<file path="config.mk">
export PLATFORM = sky130hd
export DESIGN_NAME = wb_queue
export DESIGN_NICKNAME = d
export VERILOG_FILES = /design/src/rtl/wbq_pkg.sv /design/src/rtl/wbq_match.sv /design/src/rtl/wb_queue.sv
export SDC_FILE = /design/constraint.sdc
export NUM_CORES = 1
export LEC_CHECK = 0
export BUFFER_PORTS_ARGS = -buffer_cell sky130_fd_sc_hd__buf_2
export CORE_MARGIN = 10
export CORE_UTILIZATION = 45
export CTS_CLUSTER_DIAMETER = 60
export DETAILED_ROUTE_END_ITERATION = 16
export PLACE_DENSITY = 0.68
export RECOVER_POWER = 100
export SKIP_CTS_REPAIR_TIMING = 1
export SYNTH_ARGS = -nofsm -noshare
export SYNTH_HDL_FRONTEND = slang
export SYNTH_SLANG_ARGS = --single-unit
</file>
<file path="constraint.sdc">
create_clock -name clk -period 8.1 [get_ports clk]
set_clock_uncertainty 0.2 [all_clocks]
set_input_delay 0.81 -clock clk [delete_from_list [all_inputs] [get_ports clk]]
set_output_delay 0.81 -clock clk [all_outputs]
set_load 0.1 [all_outputs]
</file>
<file path="src/rtl/wbq_pkg.sv">
// Shared types and helpers for the writeback queue: entry layout and
// age-relative-to-head arithmetic used by the bypass search.
package wbq_pkg;

    localparam int XLEN   = 32;
    localparam int REG_AW = 5;

    typedef struct packed {
        logic [REG_AW-1:0] rd;
        logic [XLEN-1:0]   data;
    } wb_entry_t;

    // Age 0 is the head (oldest); larger ages are younger entries.
    function automatic int unsigned wbq_age(input int unsigned idx,
                                            input int unsigned rd_ptr,
                                            input int unsigned depth = 4);
        return (idx + depth - rd_ptr) % depth;
    endfunction

endpackage

</file>
<file path="src/rtl/wbq_match.sv">
// Youngest-match search over the occupied queue entries for one read port.
module wbq_match
    import wbq_pkg::*;
#(
    parameter int DEPTH = 4
) (
    input  wb_entry_t                    entries [DEPTH],
    input  logic [DEPTH-1:0]             valid,
    input  logic [$clog2(DEPTH)-1:0]     rd_ptr,
    input  logic [REG_AW-1:0]            addr,
    output logic                         hit,
    output logic [XLEN-1:0]              data
);

    int unsigned age;
    int unsigned best;

    always_comb begin
        hit  = 1'b0;
        data = '0;
        age  = 0;
        best = 0;
        for (int i = 0; i < DEPTH; i++) begin
            age = wbq_age(i, 32'(rd_ptr), DEPTH);
            if (valid[i] && (entries[i].rd == addr) && (!hit || age >= best)) begin
                hit  = 1'b1;
                best = age;
                data = entries[i].data;
            end
        end
    end

endmodule

</file>
<file path="src/rtl/wb_queue.sv">
// Dual-lane writeback queue feeding the register file's single write port.
// Optional operand bypass from pending entries is built when WBQ_BYPASS_EN is defined.
module wb_queue
    import wbq_pkg::*;
#(
    parameter int DEPTH = 4,
    parameter int XLEN  = wbq_pkg::XLEN,
    parameter int AW    = wbq_pkg::REG_AW
) (
    input  logic                       clk,
    input  logic                       rst_n,
    input  logic                       in0_valid,
    input  logic [AW-1:0]              in0_rd,
    input  logic [XLEN-1:0]            in0_data,
    input  logic                       in1_valid,
    input  logic [AW-1:0]              in1_rd,
    input  logic [XLEN-1:0]            in1_data,
    output logic                       in_ready,
    input  logic                       drain_hold,
    output logic                       we,
    output logic [AW-1:0]              rw,
    output logic [XLEN-1:0]            inW,
    input  logic [AW-1:0]              ra,
    input  logic [AW-1:0]              rb,
    input  logic [XLEN-1:0]            outA,
    input  logic [XLEN-1:0]            outB,
    output logic [XLEN-1:0]            fwdA,
    output logic [XLEN-1:0]            fwdB,
    output logic [$clog2(DEPTH):0]     count
);

    localparam int PW = $clog2(DEPTH);
    localparam int CW = PW + 1;

    wb_entry_t         mem [DEPTH];
    logic [PW-1:0]     wr_ptr;
    logic [PW-1:0]     rd_ptr;
    logic [PW-1:0]     slot1;
    logic [CW-1:0]     count_nxt;
    logic [1:0]        n_acc;
    logic              hs0, hs1;
    logic              acc0, acc1;
    logic              pop;
    logic [DEPTH-1:0]  valid;
    wb_entry_t         head;

    assign in_ready = (count <= CW'(DEPTH - 2));
    assign hs0      = in0_valid && in_ready;
    assign hs1      = in1_valid && in_ready;
    // Writes to r0 finish the handshake but never occupy a slot.
    assign acc0     = hs0 && (in0_rd != '0);
    assign acc1     = hs1 && (in1_rd != '0);
    assign n_acc    = {1'b0, acc0} + {1'b0, acc1};
    assign slot1    = acc0 ? (wr_ptr + PW'(1)) : wr_ptr;

    assign pop       = we;
    assign count_nxt = count + CW'(n_acc) - CW'(pop);

    always_ff @(posedge clk or negedge rst_n) begin
        if (!rst_n) begin
            wr_ptr <= '0;
            rd_ptr <= '0;
            count  <= '0;
        end else begin
            wr_ptr <= wr_ptr + PW'(n_acc);
            rd_ptr <= rd_ptr + PW'(pop);
            count  <= count_nxt;
        end
    end

    always_ff @(posedge clk) begin
        if (acc0) mem[wr_ptr] <= '{rd: in0_rd, data: in0_data};
        if (acc1) mem[slot1]  <= '{rd: in1_rd, data: in1_data};
    end

    assign head = mem[rd_ptr];
    assign we   = (count != '0) && !drain_hold;
    assign rw   = (count != '0) ? head.rd   : '0;
    assign inW  = (count != '0) ? head.data : '0;

    always_comb begin
        valid = '0;
        for (int i = 0; i < DEPTH; i++) begin
            valid[i] = wbq_age(i, 32'(rd_ptr), DEPTH) < 32'(count);
        end
    end

`ifdef WBQ_BYPASS_EN
    logic            hit_a, hit_b;
    logic [XLEN-1:0] data_a, data_b;

    wbq_match #(.DEPTH(DEPTH)) u_match_a (
        .entries (mem),
        .valid   (valid),
        .rd_ptr  (rd_ptr),
        .addr    (ra),
        .hit     (hit_a),
        .data    (data_a)
    );

    wbq_match #(.DEPTH(DEPTH)) u_match_b (
        .entries (mem),
        .valid   (valid),
        .rd_ptr  (rd_ptr),
        .addr    (rb),
        .hit     (hit_b),
        .data    (data_b)
    );

    assign fwdA = (ra == '0) ? '0 : (hit_a ? data_a : outA);
    assign fwdB = (rb == '0) ? '0 : (hit_b ? data_b : outB);
`else
    // Without bypass the pipeline must stall reads on pending destinations.
    logic unused_valid;
    assign unused_valid = ^valid;
    assign fwdA = (ra == '0) ? '0 : outA;
    assign fwdB = (rb == '0) ? '0 : outB;
`endif

    a_no_overflow : assert property (@(posedge clk) disable iff (!rst_n)
        ((hs0 || hs1) |-> in_ready) and (count_nxt <= CW'(DEPTH)));

endmodule

</file>
Word level (Yosys, flattened, before mapping). Memory sizes are Yosys's and may differ from the RTL's. Index checks and enable logic that the tools add are counted.

Add/subtract/negate cells: 6. Mux-type cells: 9. Reductions and logical operators: 11. Order comparisons: 1.

Operators by type and width (count): $mux 32 (3); $logic_not 5->1 (2); $reduce_bool 5->1 (2); $logic_and 1x1->1 (5); $mux 5 (1); $mux 1 (4); $add 3x2->3 (1); $le 3x2->1 const B (1); $reduce_bool 3->1 (1); $sub 3x1->3 (1); $add 1x1->2 (1); $add 2x1->2 (1); $add 2x1->2 const B (1); $add 2x2->2 (1); $mux 2 (1); $logic_not 1->1 (1).

Input port bits: 153. RAM bits: 148. Register bits after elaboration: 7. Memories: 1. Output and inout port bits: 106. Word-level logic and storage cells: 31.

Memory list: mem (words 4, bits a word 37, rd ports 1, clocked after memory_dff 0, write ports 2, RTL line wb_queue.sv:35) `wb_entry_t mem [DEPTH];`.

Depth between registers and ports, before layout.
Depth after elaboration: 6. Depth in mapped cells: 11. Depth with buffers taken out: 11.

Least setup slack after synthesis. No wires, ideal clock.

Path type: register to register. Start: register count[1]. End: memory mem[1][0] (netlist bit), enable pin. Stages on the path, launching flop included: 7. Clock period less this slack: 4.847 ns. Required time: 7.507 ns. Buffers on the path: 2. Setup time: 0.393 ns. Arrival: 4.254 ns. Setup slack: 3.253 ns. Cells stage by stage: dfrtp_1 a21oi_1 o211ai_2 a31oi_1 buf_2 buf_6 a21o_1.

RTL lines: from (decl) (RTL line wb_queue.sv:29) `output logic [$clog2(DEPTH):0] count`; from (signal assigned) (RTL line wb_queue.sv:67) `count <= count_nxt;`; to (decl) (RTL line wb_queue.sv:35).

==> results.md <==
- The die is 157 um wide.
- The start point of the worst hold path is count[2]$_DFF_PN0_.
- The combined area of the multi-input logic cells is 3580 sq um.
- In this run the top signal layer used is met4.
- The detailed router put a total of 8620 um of wire on met1.
- TritonCTS built the clock tree.
- The total power divided by cell area is 446 nW/um^2.
- The total nets after synthesis is 704.
- The I/O pin count is 259.
- The worst IR drop on VDD is 0.300 mV.
- The effective utilization at floorplan is 0.454.
- Entering global routing, the biggest net connects 39 pins.
- The clock-pin transition on the worst setup and hold timing paths is 70 ps.
- The mean number of vias per cell is 5.46.
- The number of antenna-violating nets in the routed design is 0.
- Summing every instance area after synthesis gives 8440 sq um.
- The cell count after synthesis is 540.
- The primary flip-flop cell chosen by synthesis mapping is edfxtp_1.
- The worst hold path class is register to register.
- Each instance of the synthesized netlist takes up on average 15.6 sq um.
- The remaining routing DRC violations is 0.
- The dominant cell by count in the synthesized netlist is edfxtp_1.
- The longest individual stage delay on the worst path is 2350 ps.
- Across every metal layer, demand over resource in global routing totals 0.192.
- The number of hold violations in the final report is 0.
- Clock latency on the worst-skew pair, taken at its later pin, is 430 ps.
- The cell type of the slowest stage on the worst timing path is o31ai_1.
- The number of fillers in the final layout is 1,568.
- The floorplan has 50 rows.
- The checks that failed: capacitance limit, slew limit.
- The final period utilization is 0.693.
- Setup repair after global routing left no endpoint under its margin.
- The flow ran to the end, but the final reports show violations.
- At the end of the flow, the number of nets in the layout was 954.
- After detailed routing, the average wire length per cell comes to 23.3 um.
- The number of sinks handled by clock tree synthesis is 155.
- Counting flops with an async set or reset pin after synthesis yields a share of 0.0452.
- The number of enable flip-flop cells after synthesis is 148.
- The total cell area at the placement stage is 9930 sq um.
- The routability congestion estimate from global placement is 0.905.
- Summing all flip-flop and latch instances after layout gives 4620 sq um.
- Max-cap violations in this run came to 11.
- The total area inside the core boundary comes to 18,600 sq um.
- The first global-routing pass estimated 35,700 um of wire.
- The commonest cells after synthesis are 148 x edfxtp_1, 129 x mux2_2, 101 x nor2b_1.
- Yosys printed 0 warnings.
- The maximum clock insertion buffer count is 2.
- For the pin with the worst max-slew slack, the measured transition is 3090 ps.
- Port buffering added 258 buffers.
- The number of DRC violations after detailed-routing iteration 0 is 285.
- The worst setup path is captured at a register.
- The source of the critical timing path is wr_ptr[0]$_DFF_PN0_.
- The fraction of layout cells with a size suffix above 1 is 0.463.
- The final period demand of the worst path is 5610 ps.
- The maximum clock rate is 178 MHz.
- Along the worst path, the maximum fanout reaches 37.
- The H-tree depth reported by CTS is 4.
- The cell taking the most area after synthesis is edfxtp_1.
- The post-synthesis register bit count is 155.
- Compared with the post-synthesis result, the final layout area differs by 22.3%.
- The kind of critical path is register to register.
- The leakage power total is 3.82 nW.
- The max-slew violation count is 385.
- In this run the tightest slew margin relative to its limit is -1.08.
- The summed negative setup slack over all endpoints is 0 ps.
- The half-perimeter wire length of the detailed placement result is 16,400 um.
- Of the synthesized area, sequential elements account for 0.547.
- The y dimension of the die is 157 um.
- The total CTS buffers is 17.
- The initial antenna violation count is 3.
- Summing over every cut layer, the via total after detailed routing is 5,677.
- The total overflow reported by the global router is 0.
- The cell area after layout is 10,300 sq um.
- The length of routed met3 wiring is 2100 um.
- The routed wire length on met2 is 13,100 um.
- The top cell type's share of synthesized area is 0.526.
- The critical path goes through inv_1 -> ha_1 -> o211ai_1 -> o22ai_1 -> o31ai_1 -> a21bo_1.
- The startpoint identified for the worst register-to-register timing path is wr_ptr[0]$_DFF_PN0_.
- For this block, the routed nets add up to 24,200 um of wire.
- The number of optimization iterations in the first detailed-route pass is 4.
- The via count of the first global-routing pass is 6,340.
- Setup violations remaining at the end of the flow were counted as 0.
- The arrival time at the worst endpoint is 5300 ps.
- Data on the critical path is required at its endpoint by 7780 ps.
- The type of element launching the critical path is a register.
- The tree is rooted in a clkbuf_16.
- The die footprint is 24,600 sq um.
- Ranked by total cell area, the synthesized netlist is headed by edfxtp_1 53%, mux2_2 17%, mux4_2 9.9%.
- The unique cell type count in the Yosys netlist is 36.
## power breakdown
part	internal, mW	switching [mW]	leakage [nW]
Sequential	1.15	0.125	1.43
Combinational	0.630	1.95	2.13
Clock	0.421	0.324	0.259
Total	2.20	2.40	3.82
## sequential cells by signal (all words and copies together) (netlist names)
register  count
mem         148
count         3
rd_ptr        2
wr_ptr        2
## per-layer routing
layer  up-vias  track usage
met1      2846        0.198
li1       2582            -
met2       225        0.356
met3        24       0.0641
met5         -            0
met4         0       0.0611
## logic make-up after synthesis
| group | Yosys count | synth area share |
|---|---|---|
| compound gates | 17 | 0.0159 |
| xor+xnor | 5 | 0.00519 |
| fa+ha+maj | 11 | 0.0172 |
| buf+inv | 45 | 0.0305 |
| flops | 155 | 0.547 |
| mux | 185 | 0.296 |
| simple gates | 122 | 0.0882 |
## path summary, 6_finish.rpt
kind	slack (ps)	cells past startpoint	endpoint
setup reg to reg	2490	6	mem[3][8]$_DFFE_PP_
hold reg to reg	360	1	count[2]$_DFF_PN0_
max in group asynchronous	6770	2	rd_ptr[0]$_DFF_PN0_
setup / recovery	2490	6	mem[3][8]$_DFFE_PP_
min in group asynchronous	630	2	count[0]$_DFF_PN0_
hold / removal	360	1	count[2]$_DFF_PN0_
## final cells by class
type,instances,share of cell area
clock inverters,15,0.0121
clock buffers,17,0.0412
flip-flops and latches,155,0.447
repair buffers,266,0.120
inverters,10,0.00363
multi-input cells,340,0.347
well taps,234,0.0283
diodes,3,0.000727
## cell usage in the layout, fill, tap and decap left out, types with 3 or more instances in the layout
cell / n
inv_1: 10
edfxtp_1: 148
diode_2: 3
ha_1: 10
or4_1: 3
a21o_1: 3
nor2b_1: 101
buf_2: 180
nor2_1: 6
clkinv_1: 3
inv_6: 3
clkbuf_1: 83
clkbuf_16: 17
a21oi_1: 3
nand2_1: 3
nand4_1: 3
mux2_1: 27
mux4_2: 37
mux2_2: 121
dfrtp_1: 7
xnor2_1: 4
clkinvlp_4: 4
## metrics by stage
| stage | hold WS (ps) | instances | utilization | setup WS, ps | total power [mW] |
|---|---|---|---|---|---|
| after floorplan | 261 | 540 | - | 3250 | 3.40 |
| after global placement | 322 | 1004 | 0.534 | 4200 | 3.88 |
| after detailed placement | 355 | 1004 | 0.534 | 4070 | 3.92 |
| after CTS | -2.04 | 1036 | 0.564 | 4230 | 4.66 |
| after global routing | 389 | 1040 | 0.556 | 2140 | 4.80 |
| final | 357 | 1040 | 0.556 | 2490 | 4.61 |
## critical path: cells and delay by family, from the launching register on
kind                       cells  cell delay, ps
adders and majority gates      1             400
DFF                            1             580
buffers and inverters          1             190
AOI/OAI and AO/OA              4            3680
(Power assumes the default switching activity.)
